**src/rtl/aes_round_sequencer_if.sv**
```systemverilog
// ---------------------------------------------------------------------------
// aes_round_sequencer_if
//   Handshake bundle between the AES round sequencer and the datapath /
//   key-schedule blocks it controls.
//
//   start      : request to encrypt the block on the state input (to sequencer)
//   key_valid  : round key for the current round is available   (to sequencer)
//   op_ack     : datapath finished the operation being issued    (to sequencer)
//   load_state : one-cycle pulse, datapath captures plaintext    (from sequencer)
//   op_valid   : an operation is being issued                    (from sequencer)
//   op_sel     : 0=NONE 1=SUB 2=SHIFT 3=MIX 4=ADDKEY             (from sequencer)
//   round      : current round index 0..NUM_ROUNDS               (from sequencer)
//   busy       : high from LOAD through the final ADDKEY         (from sequencer)
//   done       : one-cycle pulse, ciphertext is in the state reg (from sequencer)
//
//   master : the sequencer side
//   slave  : the datapath / key-schedule side
// ---------------------------------------------------------------------------
interface aes_round_sequencer_if;
   logic       start;
   logic       key_valid;
   logic       op_ack;
   logic       load_state;
   logic       op_valid;
   logic [2:0] op_sel;
   logic [3:0] round;
   logic       busy;
   logic       done;

   modport master (
      input  start,
      input  key_valid,
      input  op_ack,
      output load_state,
      output op_valid,
      output op_sel,
      output round,
      output busy,
      output done
   );

   modport slave (
      output start,
      output key_valid,
      output op_ack,
      input  load_state,
      input  op_valid,
      input  op_sel,
      input  round,
      input  busy,
      input  done
   );
endinterface

```
**src/rtl/aes_round_sequencer.sv**
```systemverilog
// ---------------------------------------------------------------------------
// aes_round_sequencer
//   Control FSM for the AES-128 encryption datapath. After a start request it
//   loads the plaintext, issues the initial AddRoundKey, then for each round
//   issues SubBytes, ShiftRows, MixColumns and AddRoundKey one at a time over
//   a valid/ack handshake. The final round skips MixColumns. The round index
//   is exported so the key schedule can present the matching round key.
//
// Parameters
//   NUM_ROUNDS : cipher rounds after the initial AddRoundKey (1..15)
//
// Ports
//   clk   : system clock, all logic on posedge
//   reset : synchronous, active-high; returns the FSM to IDLE
//   bus   : aes_round_sequencer_if.master handshake bundle
//           (start, key_valid, op_ack in; load_state, op_valid, op_sel,
//            round, busy, done out)
// ---------------------------------------------------------------------------
module aes_round_sequencer #(
   parameter int unsigned NUM_ROUNDS = 10
) (
   input  logic                    clk,
   input  logic                    reset,
   aes_round_sequencer_if.master   bus
);

   localparam logic [3:0] LAST_ROUND = 4'(NUM_ROUNDS);

   typedef enum logic [2:0] {
      S_IDLE,
      S_LOAD,
      S_SUB,
      S_SHIFT,
      S_MIX,
      S_ADDKEY,
      S_DONE
   } state_e;

   typedef enum logic [2:0] {
      OP_NONE   = 3'd0,
      OP_SUB    = 3'd1,
      OP_SHIFT  = 3'd2,
      OP_MIX    = 3'd3,
      OP_ADDKEY = 3'd4
   } op_e;

   state_e     state_q,      state_d;
   logic [3:0] round_q,      round_d;
   logic       load_state_q, load_state_d;
   logic       issue_q,      issue_d;      // SUB/SHIFT/MIX: valid unconditionally
   logic       addkey_q,     addkey_d;     // ADDKEY: valid follows key_valid
   op_e        op_sel_q,     op_sel_d;
   logic       busy_q,       busy_d;
   logic       done_q,       done_d;

   logic       op_valid;
   logic       accept;

   // The only input-to-output path: in ADDKEY the issue is gated by key_valid.
   assign op_valid = issue_q | (addkey_q & bus.key_valid);
   assign accept   = op_valid & bus.op_ack;

   // Next state, then every registered output decoded from the next state so
   // the outputs line up with the state they describe.
   always_comb begin
      state_d = state_q;
      round_d = round_q;

      unique case (state_q)
         S_IDLE: begin
            round_d = '0;
            if (bus.start) begin
               state_d = S_LOAD;
            end
         end
         S_LOAD: begin
            round_d = '0;
            state_d = S_ADDKEY;
         end
         S_SUB: begin
            if (accept) begin
               state_d = S_SHIFT;
            end
         end
         S_SHIFT: begin
            if (accept) begin
               // Last round has no MixColumns.
               state_d = (round_q < LAST_ROUND) ? S_MIX : S_ADDKEY;
            end
         end
         S_MIX: begin
            if (accept) begin
               state_d = S_ADDKEY;
            end
         end
         S_ADDKEY: begin
            if (accept) begin
               if (round_q < LAST_ROUND) begin
                  round_d = round_q + 4'd1;
                  state_d = S_SUB;
               end else begin
                  state_d = S_DONE;
               end
            end
         end
         S_DONE: begin
            round_d = '0;
            state_d = S_IDLE;
         end
         default: begin
            round_d = '0;
            state_d = S_IDLE;
         end
      endcase

      load_state_d = 1'b0;
      issue_d      = 1'b0;
      addkey_d     = 1'b0;
      op_sel_d     = OP_NONE;
      busy_d       = 1'b0;
      done_d       = 1'b0;

      unique case (state_d)
         S_LOAD: begin
            load_state_d = 1'b1;
            busy_d       = 1'b1;
         end
         S_SUB: begin
            issue_d  = 1'b1;
            op_sel_d = OP_SUB;
            busy_d   = 1'b1;
         end
         S_SHIFT: begin
            issue_d  = 1'b1;
            op_sel_d = OP_SHIFT;
            busy_d   = 1'b1;
         end
         S_MIX: begin
            issue_d  = 1'b1;
            op_sel_d = OP_MIX;
            busy_d   = 1'b1;
         end
         S_ADDKEY: begin
            addkey_d = 1'b1;
            op_sel_d = OP_ADDKEY;
            busy_d   = 1'b1;
         end
         S_DONE: begin
            done_d = 1'b1;
         end
         default: begin
         end
      endcase
   end

   always_ff @(posedge clk) begin
      if (reset) begin
         state_q      <= S_IDLE;
         round_q      <= '0;
         load_state_q <= 1'b0;
         issue_q      <= 1'b0;
         addkey_q     <= 1'b0;
         op_sel_q     <= OP_NONE;
         busy_q       <= 1'b0;
         done_q       <= 1'b0;
      end else begin
         state_q      <= state_d;
         round_q      <= round_d;
         load_state_q <= load_state_d;
         issue_q      <= issue_d;
         addkey_q     <= addkey_d;
         op_sel_q     <= op_sel_d;
         busy_q       <= busy_d;
         done_q       <= done_d;
      end
   end

   assign bus.load_state = load_state_q;
   assign bus.op_valid   = op_valid;
   assign bus.op_sel     = op_sel_q;
   assign bus.round      = round_q;
   assign bus.busy       = busy_q;
   assign bus.done       = done_q;

endmodule

```
**src/flat_wrapper.sv**
```systemverilog
// flat-port wrapper written by rule: the top's interface ports become plain ports
module aes_round_sequencer_flat 
#(
   parameter int unsigned NUM_ROUNDS = 10
)
  (clk, reset, bus_start, bus_key_valid, bus_op_ack, bus_load_state, bus_op_valid, bus_op_sel, bus_round, bus_busy, bus_done);
  aes_round_sequencer_if bus_i ();
  input  logic clk;
  input  logic reset;
  input wire logic [$bits(bus_i.start)-1:0] bus_start;
  input wire logic [$bits(bus_i.key_valid)-1:0] bus_key_valid;
  input wire logic [$bits(bus_i.op_ack)-1:0] bus_op_ack;
  output wire logic [$bits(bus_i.load_state)-1:0] bus_load_state;
  output wire logic [$bits(bus_i.op_valid)-1:0] bus_op_valid;
  output wire logic [$bits(bus_i.op_sel)-1:0] bus_op_sel;
  output wire logic [$bits(bus_i.round)-1:0] bus_round;
  output wire logic [$bits(bus_i.busy)-1:0] bus_busy;
  output wire logic [$bits(bus_i.done)-1:0] bus_done;
  assign bus_i.start = bus_start;
  assign bus_i.key_valid = bus_key_valid;
  assign bus_i.op_ack = bus_op_ack;
  assign bus_load_state = bus_i.load_state;
  assign bus_op_valid = bus_i.op_valid;
  assign bus_op_sel = bus_i.op_sel;
  assign bus_round = bus_i.round;
  assign bus_busy = bus_i.busy;
  assign bus_done = bus_i.done;
  aes_round_sequencer #(.NUM_ROUNDS(NUM_ROUNDS)) u_core (.clk(clk), .reset(reset), .bus(bus_i));
endmodule
```
**config.mk**
```make
export PLATFORM = sky130hd
export DESIGN_NAME = aes_round_sequencer_flat
export DESIGN_NICKNAME = d
export VERILOG_FILES = /design/src/rtl/aes_round_sequencer_if.sv /design/src/rtl/aes_round_sequencer.sv /design/src/flat_wrapper.sv
export SDC_FILE = /design/constraint.sdc
export NUM_CORES = 1
export LEC_CHECK = 0
export CAP_MARGIN = 20
export CORE_MARGIN = 10
export CORE_UTILIZATION = 50
export CTS_BUF_LIST = sky130_fd_sc_hd__clkbuf_16
export DETAILED_ROUTE_END_ITERATION = 16
export PLACE_DENSITY = 0.78
export SLEW_MARGIN = 20
export SYNTH_ARGS = -nofsm -noshare
export SYNTH_HDL_FRONTEND = slang
export SYNTH_SLANG_ARGS = --single-unit
```
**constraint.sdc**
```tcl
create_clock -name clk -period 2.3 [get_ports clk]
set_clock_uncertainty 0.2 [all_clocks]
set_input_delay 0.46 -clock clk [delete_from_list [all_inputs] [get_ports clk]]
set_output_delay 0.46 -clock clk [all_outputs]
set_load 0.02 [all_outputs]
```
==> key figures <==
Yosys
  – Post-synthesis simple-gate area fraction: 0.2266
  – XOR/XNOR share of the synthesized area: 0
  – Area leader, netlist: dfxtp_1
  – Sequential area share after synthesis: 0.3941
  – Avg Inst Size Synth: 8.758 sq um
  – Cells after Synth: 87
  – Mux contribution to synthesized area: 0.02627
  – Flops & latches, synth: 15
  – Mapped Area: 762.0 sq um
  – Primary FF master, synth: dfxtp_1
  – Number of synthesized flops with an enable pin: 0
  – Fraction of the mapped netlist area in compound gates: 0.2759
  – Main combinational cell family by area after synthesis: compound AO/OA/AOI/OAI gates
  – Yosys top cell area share: 0.3941
  – Asr flop ratio synth: 0
  – Unique cell type count in the Yosys netlist: 35
  – Area contributors post-synth: dfxtp_1 39%, a21oi_1 5.3%, nor3_1 3.9%, o21ai_0 3.9%, nor2_1 3.4%
  – Synth Warn #: 0
  – Fraction of the mapped netlist area in adder cells: 0.01642
  – Syn Nets: 93

Placement
  – Port Buffers: 15
  – Placed Cells: 116
  – Final HPWL DP: 1397 um
  – RD Place Congestion: 0.8311

Timing
  – Max-slew violation count: 0
  – Normalized max-slew margin: 0.7013
  – Hold Fails Final Rpt: 0
  – Final critical-path required period: 2.036 ns
  – Setup violations, final: 0
  – RSZ-0062 raised after global routing: false
  – Final Cycle Share: 0.8853
  – Max Clock Freq: 491.1 MHz
  – Slew at the pin closest to its max-slew limit: 0.4474 ns

Floorplanning
  – Core area: 1471 sq um
  – I/O pin total: 16
  – Die X: 59.04 um
  – Die area: 3485 sq um
  – # rows: 14
  – Chip height: 59.04 um
  – Initial cell density of the core: 0.5179

Drt
  – Vias per cell: 5.858
  – Wl on met1: 857 um
  – Via count: 703
  – Met2 wire length: 941 um
  – Drt pass-1 iters: 4
  – Routed WL: 1981 um
  – # DRC: 0
  – Routed WL per cell: 16.51 um
  – Iter 0 DRT Violations: 14
  – Routed Antenna Nets: 0
  – Wire length on met3: 167 um
  – Top Metal Used: met4

Global routing
  – Gr usage total: 0.1272
  – Vias in the first global route: 721
  – Initial antenna violation count: 0
  – Largest net degree at the start of global routing: 15
  – First-pass GRT wire length: 3450 um
  – Total gr overflow: 0

Critical path
  – Worst path arrival time: 1.97 ns
  – Max stage delay on crit path: 0.40 ns
  – Req. time, crit path: 2.24 ns
  – CP Class: primary input to flop
  – Cell family with most CP delay: compound AO/OA/AOI/OAI gates
  – CP max FO: 9
  – Worst-path cell chain: clkdlybuf4s50_1 -> a21o_1 -> buf_4 -> a31o_1 -> a211o_1 -> nor3_1
  – Crit start category: primary input
  – CP max-delay cell: clkdlybuf4s50_1
  – Crit path buf inv count: 2
  – Worst setup EP type: flop

Clock tree
  – CTS clk-pin slew, worst paths: 0.04 ns
  – Clk root buf: clkbuf_16
  – Clk_lat worst skew: 0.24 ns
  – Setup bufs post-CTS: 0
  – Clock sinks: 15
  – TritonCTS buffer count: 3
  – Maximum root-to-sink buffer count: 2
  – Hold_buf cts: 0
  – H-tree depth: 1
  – CTS tree: yes

Cells and area
  – Share of layout cells above drive strength 1: 0.08654
  – Final net count: 111
  – Diodes inserted: 0
  – Commonest non-fill, non-tap cells in the layout: 15 x dfxtp_1, 14 x clkdlybuf4s50_1, 8 x a21oi_1
  – Commonest non-fill, non-tap cell in the layout: dfxtp_1
  – Area delta synth->final: 30.87%
  – Fin cells: 120

Power
  – Pwr Density: 773.5 nW/um^2
  – Leak: 0.3941 nW
  – VDD IR max: 0.0005355 V
  – Power after layout: 771.3 uW

Status
  – Status: complete, no violations

Min path
  – Hold Crit Class: flop to flop

Job
  – Maximum Capacitance Violations: 0
[layout make-up]
type | instances | area, sq um
Fill cell | 137 | 474.2
Multi-Input combinational cell | 64 | 415.4
Sequential cell | 15 | 300.3
Timing Repair Buffer | 18 | 171.4
Clock buffer | 3 | 75.07
Tap cell | 16 | 20.02
Inverter | 3 | 11.26
Clock inverter | 1 | 3.754
[worst paths after layout]
path	start	endpoint	slack, ns	cells after the start
setup / recovery	bus_key_valid	u_core.addkey_q	0.26	6
hold / removal	u_core.bus.round[3]	u_core.bus.round[3]	0.32	1
setup reg to reg	u_core.state_q[1]	u_core.bus.op_sel[1]	0.47	4
hold reg to reg	u_core.bus.round[3]	u_core.bus.round[3]	0.32	1
[stage by stage]
stage	utilization	worst slack [ns]	cell area (sq um)	hold slack, ns	setup TNS, ns
after detailed placement	0.6250	-0.01055	919.6	0.3229	-0.01055
after global routing	0.6777	0.2040	997.2	0.3807	0
after CTS	0.6777	0.2532	997.2	0.3321	0
after global placement	0.6250	0.009431	919.6	0.3142	0
final	0.6777	0.2639	997.2	0.3228	0
after floorplan	-	0.6320	762.0	0.3271	0
[kinds of logic (layout without fill, tap and decap cells)]
kind of cell | Yosys count | in the layout
simple gates | 31 | 31
compound gates | 30 | 30
flops | 15 | 15
buf+inv | 8 | 25
mux | 2 | 2
fa+ha+maj | 1 | 1
[Yosys cell counts (2+ instances only)]
master     n
and2_1     2
a211oi_1   3
nand2b_1   2
dfxtp_1   15
mux2i_1    2
nand4_1    3
nand2_1    3
clkbuf_1   2
nor2_1     7
inv_1      3
o22ai_1    2
buf_6      2
o21ai_0    6
or2b_1     2
a21oi_1    8
nor3_1     6
[sequential cells by signal (all words and copies together) (netlist names)]
| name | cells |
|---|---|
| u_core.addkey_q | 1 |
| u_core.bus.busy | 1 |
| u_core.bus.done | 1 |
| u_core.bus.load_state | 1 |
| u_core.bus.op_sel | 3 |
| u_core.bus.round | 4 |
| u_core.issue_q | 1 |
| u_core.state_q | 3 |
[power by group]
group	total (mW)	internal, mW	switching, mW	leakage [nW]
Sequential	0.297	0.279	0.0177	0.123
Clock	0.327	0.229	0.0973	0.0423
Combinational	0.148	0.0678	0.0800	0.229
[layer usage]
layer | vias to the layer above | GRT usage
met5 | - | 0
met1 | 323 | 0.1527
met2 | 23 | 0.1997
li1 | 355 | -
met4 | 0 | 0.05902
met3 | 2 | 0.04077
[timing repair]
item / CTS / global route
gates resized for setup: 1 / 0
hold endpoints to repair: 0 / 0
endpoints found under the setup margin: 1 / 0
No activity file was read; power rests on OpenSTA's default activity.
==> RTL edit (same settings) <==
Reset style: asynchronous (`reset`), changed in one clocked block.
--- a/src/rtl/aes_round_sequencer.sv
+++ b/src/rtl/aes_round_sequencer.sv
@@ -153,7 +153,7 @@
       endcase
    end
 
-   always_ff @(posedge clk) begin
+   always_ff @(posedge clk or posedge reset) begin
       if (reset) begin
          state_q      <= S_IDLE;
          round_q      <= '0;
Function: differs if reset is asserted again (counterexample within 4 cycles, from zero or initial values and one cycle with reset high); with reset held inactive, the same outputs for 10 cycles.
==> RTL edit against the unedited design <==
  * Final area up 1.5%
  * Global-route usage down 2.8 points
  * Worst hold slack improved by 29 ps
  * Critical path depth fell by 2
  * Worst setup slack worse by 28 ps
  * Sequential cell count is the same
  * Routed wire length shrank 16%
  * Synthesized area is 1.3% lower
  * Critical path type is now input pin to output port
  * Largest cell class is now registers
Power is not compared: it rests on default switching activity, and its combinational part moved more than twofold at a synthesized area within 25%.
==> RTL edit: results (changes against the unedited design) <==
[run]
drv_cap = 0  ; unchanged

[detailed_routing]
viasPerCell = 5.73  ; -2.2%
drtIter0Drc = 21  ; +7
wl_mm = 1.66  ; -16%
firstDrtPassIters = 4  ; unchanged
drcViolationCount = 0  ; unchanged

[worst_setup_path]
cp.arrival_ps = 1400  ; -570 ps
cp-startpoint = bus_key_valid
cp_max_fo = 2  ; -7
rr_startpoint = u_core.bus.round[1]$_DFFE_PP0P_

[cells_and_area]
largest_reg_flops = 4  ; unchanged
stdcell_count = 107  ; -11%
nets = 99  ; -11%
diodes = 0  ; unchanged
drive_gt1_frac = 0.152  ; +0.0656

[cts]
cts_root_buffer = clkbuf_16
cts_buffers = 3  ; unchanged
clk_latency_ps = 240  ; about the same
cts.htree.levels = 1  ; unchanged
clk_pin_slew_ps = 50
cts_max_path_buffers = 2  ; unchanged
postCtsSetupRepairBufs = 0  ; unchanged

[logic_synthesis]
synth_common_cells = 15 x dfrtp_1, 6 x nand2_1, 6 x nor2_1
ys_async_sr_fraction = 1.00  ; +1.00
ys_types = 33  ; -5.7%
syn_area_per_cell_um2 = 10.4  ; +19%
ys_top_cells_by_area = dfrtp_1 50%, a22o_1 3.5%, o21ai_0 3.3%, nand2_1 3.0%, nor2_1 3.0%
yosys_warnings = 0  ; unchanged
synth-seq-area-share = 0.499  ; +0.105
syn-num-nets = 78  ; -16%
synth_flop_cell = dfrtp_1

[grt]
grt_first_pass_wirelength_mm = 2.62  ; -24%
grtUsageTotal = 0.0995  ; -0.0276
grt_pass1_vias = 625  ; -13%
grt_max_degree = 16  ; +1
antenna_found_initial = 0  ; unchanged

[placed_design]
io_buffers = 15  ; unchanged
hpwl_mm = 1.17  ; -16%
pre_cts_slack_ps = -36.7  ; -26.1 ps
dp_cells = 103  ; -11%
place_congestion = 0.833  ; +0.23%

[power_and_ir_drop]
power.leakage_nw = 0.449
vdd_drop_max_v = 0.000889

[hold_path]
hold_class = flop to flop
min-delay-start = u_core.bus.round[3]$_DFFE_PP0P_

[sta]
worst_pin_slew_ps = 542  ; +94.1 ps

[run_status]
status = completed

==> RTL edit: cell types whose count changed after synthesis, sizes merged, moves of 4 or more <==
cell | unedited run | this run
nand2 | 3 | 7
nor3 | 6 | 2
dfrtp | 0 | 15
a21oi | 8 | 4
dfxtp | 15 | 0
a211oi | 4 | 0
==> RTL edit: layer usage <==
layer / vias to the layer above / wire length, µm / global-route usage
met2: 18 / 736 / 0.149
met1: 287 / 773 / 0.111
met3: 4 / 122 / 0.0365
met5: - / 0 / 0
met4: 0 / 30 / 0.0787
li1: 304 / - / -
==> RTL edit: logic make-up after synthesis <==
family / count (synthesis) / synth area share
adders and majority gates: 1 / 0.0166
DFF: 15 / 0.499
buffers and inverters: 7 / 0.0383
and+or+nand+nor: 21 / 0.153
muxes: 1 / 0.0200
AOI/OAI and AO/OA: 26 / 0.261
xor gates and xnor gates: 1 / 0.0116
==> RTL edit: worst max-delay path, stage by stage <==
cell and delay (ps):
clkdlybuf4s50_1 440, a21oi_4 150, inv_2 40, dlygate4sd2_1 310
==> RTL edit: layout make-up <==
type	instances	area [µm²]
flip-flops and latches	15	375
clock inverters	1	5.00
well taps	15	18.8
inverters	5	18.8
clock buffers	3	75.1
fillers	107	354
repair buffers	18	171
multi-input cells	50	348
==> RTL edit: report_power, final <==
group / switching [mW] / internal (mW)
combinational: 0.345 / 0.294
sequential: 0.105 / 0.355
clock: 0.102 / 0.232
==> RTL edit: what timing repair did <==
item	CTS	global route
setup endpoints to repair	1	0
gates resized for setup	1	0
hold buffers	0	0
hold endpoints to repair	0	0
==> RTL edit: path summary, 6_finish.rpt <==
kind,to,depth (start not counted),slack [ps]
min,u_core.bus.round[3]$_DFFE_PP0P_,2,350
min reg2reg,u_core.bus.round[3]$_DFFE_PP0P_,2,350
max reg2reg,u_core.bus.round[1]$_DFFE_PP0P_,4,560
max,bus_op_valid,4,240
min in group asynchronous,u_core.bus.op_sel[1]$_DFF_PP0_,2,360
max in group asynchronous,u_core.state_q[0]$_DFF_PP0_,2,1180
==> RTL edit: metrics by stage <==
step / instance area, µm² / setup TNS [ps] / utilization / total power, mW
6_report: 1010 / 0 / 0.741 / 1.43
5_1_grt: 1010 / 0 / 0.741 / 1.52
4_1_cts: 1010 / 0 / 0.741 / 1.43
3_5_place_dp: 933 / -36.7 / 0.683 / 1.09
3_3_place_gp: 933 / -23.9 / 0.683 / 1.08
2_1_floorplan: 752 / 0 / - / 0.878
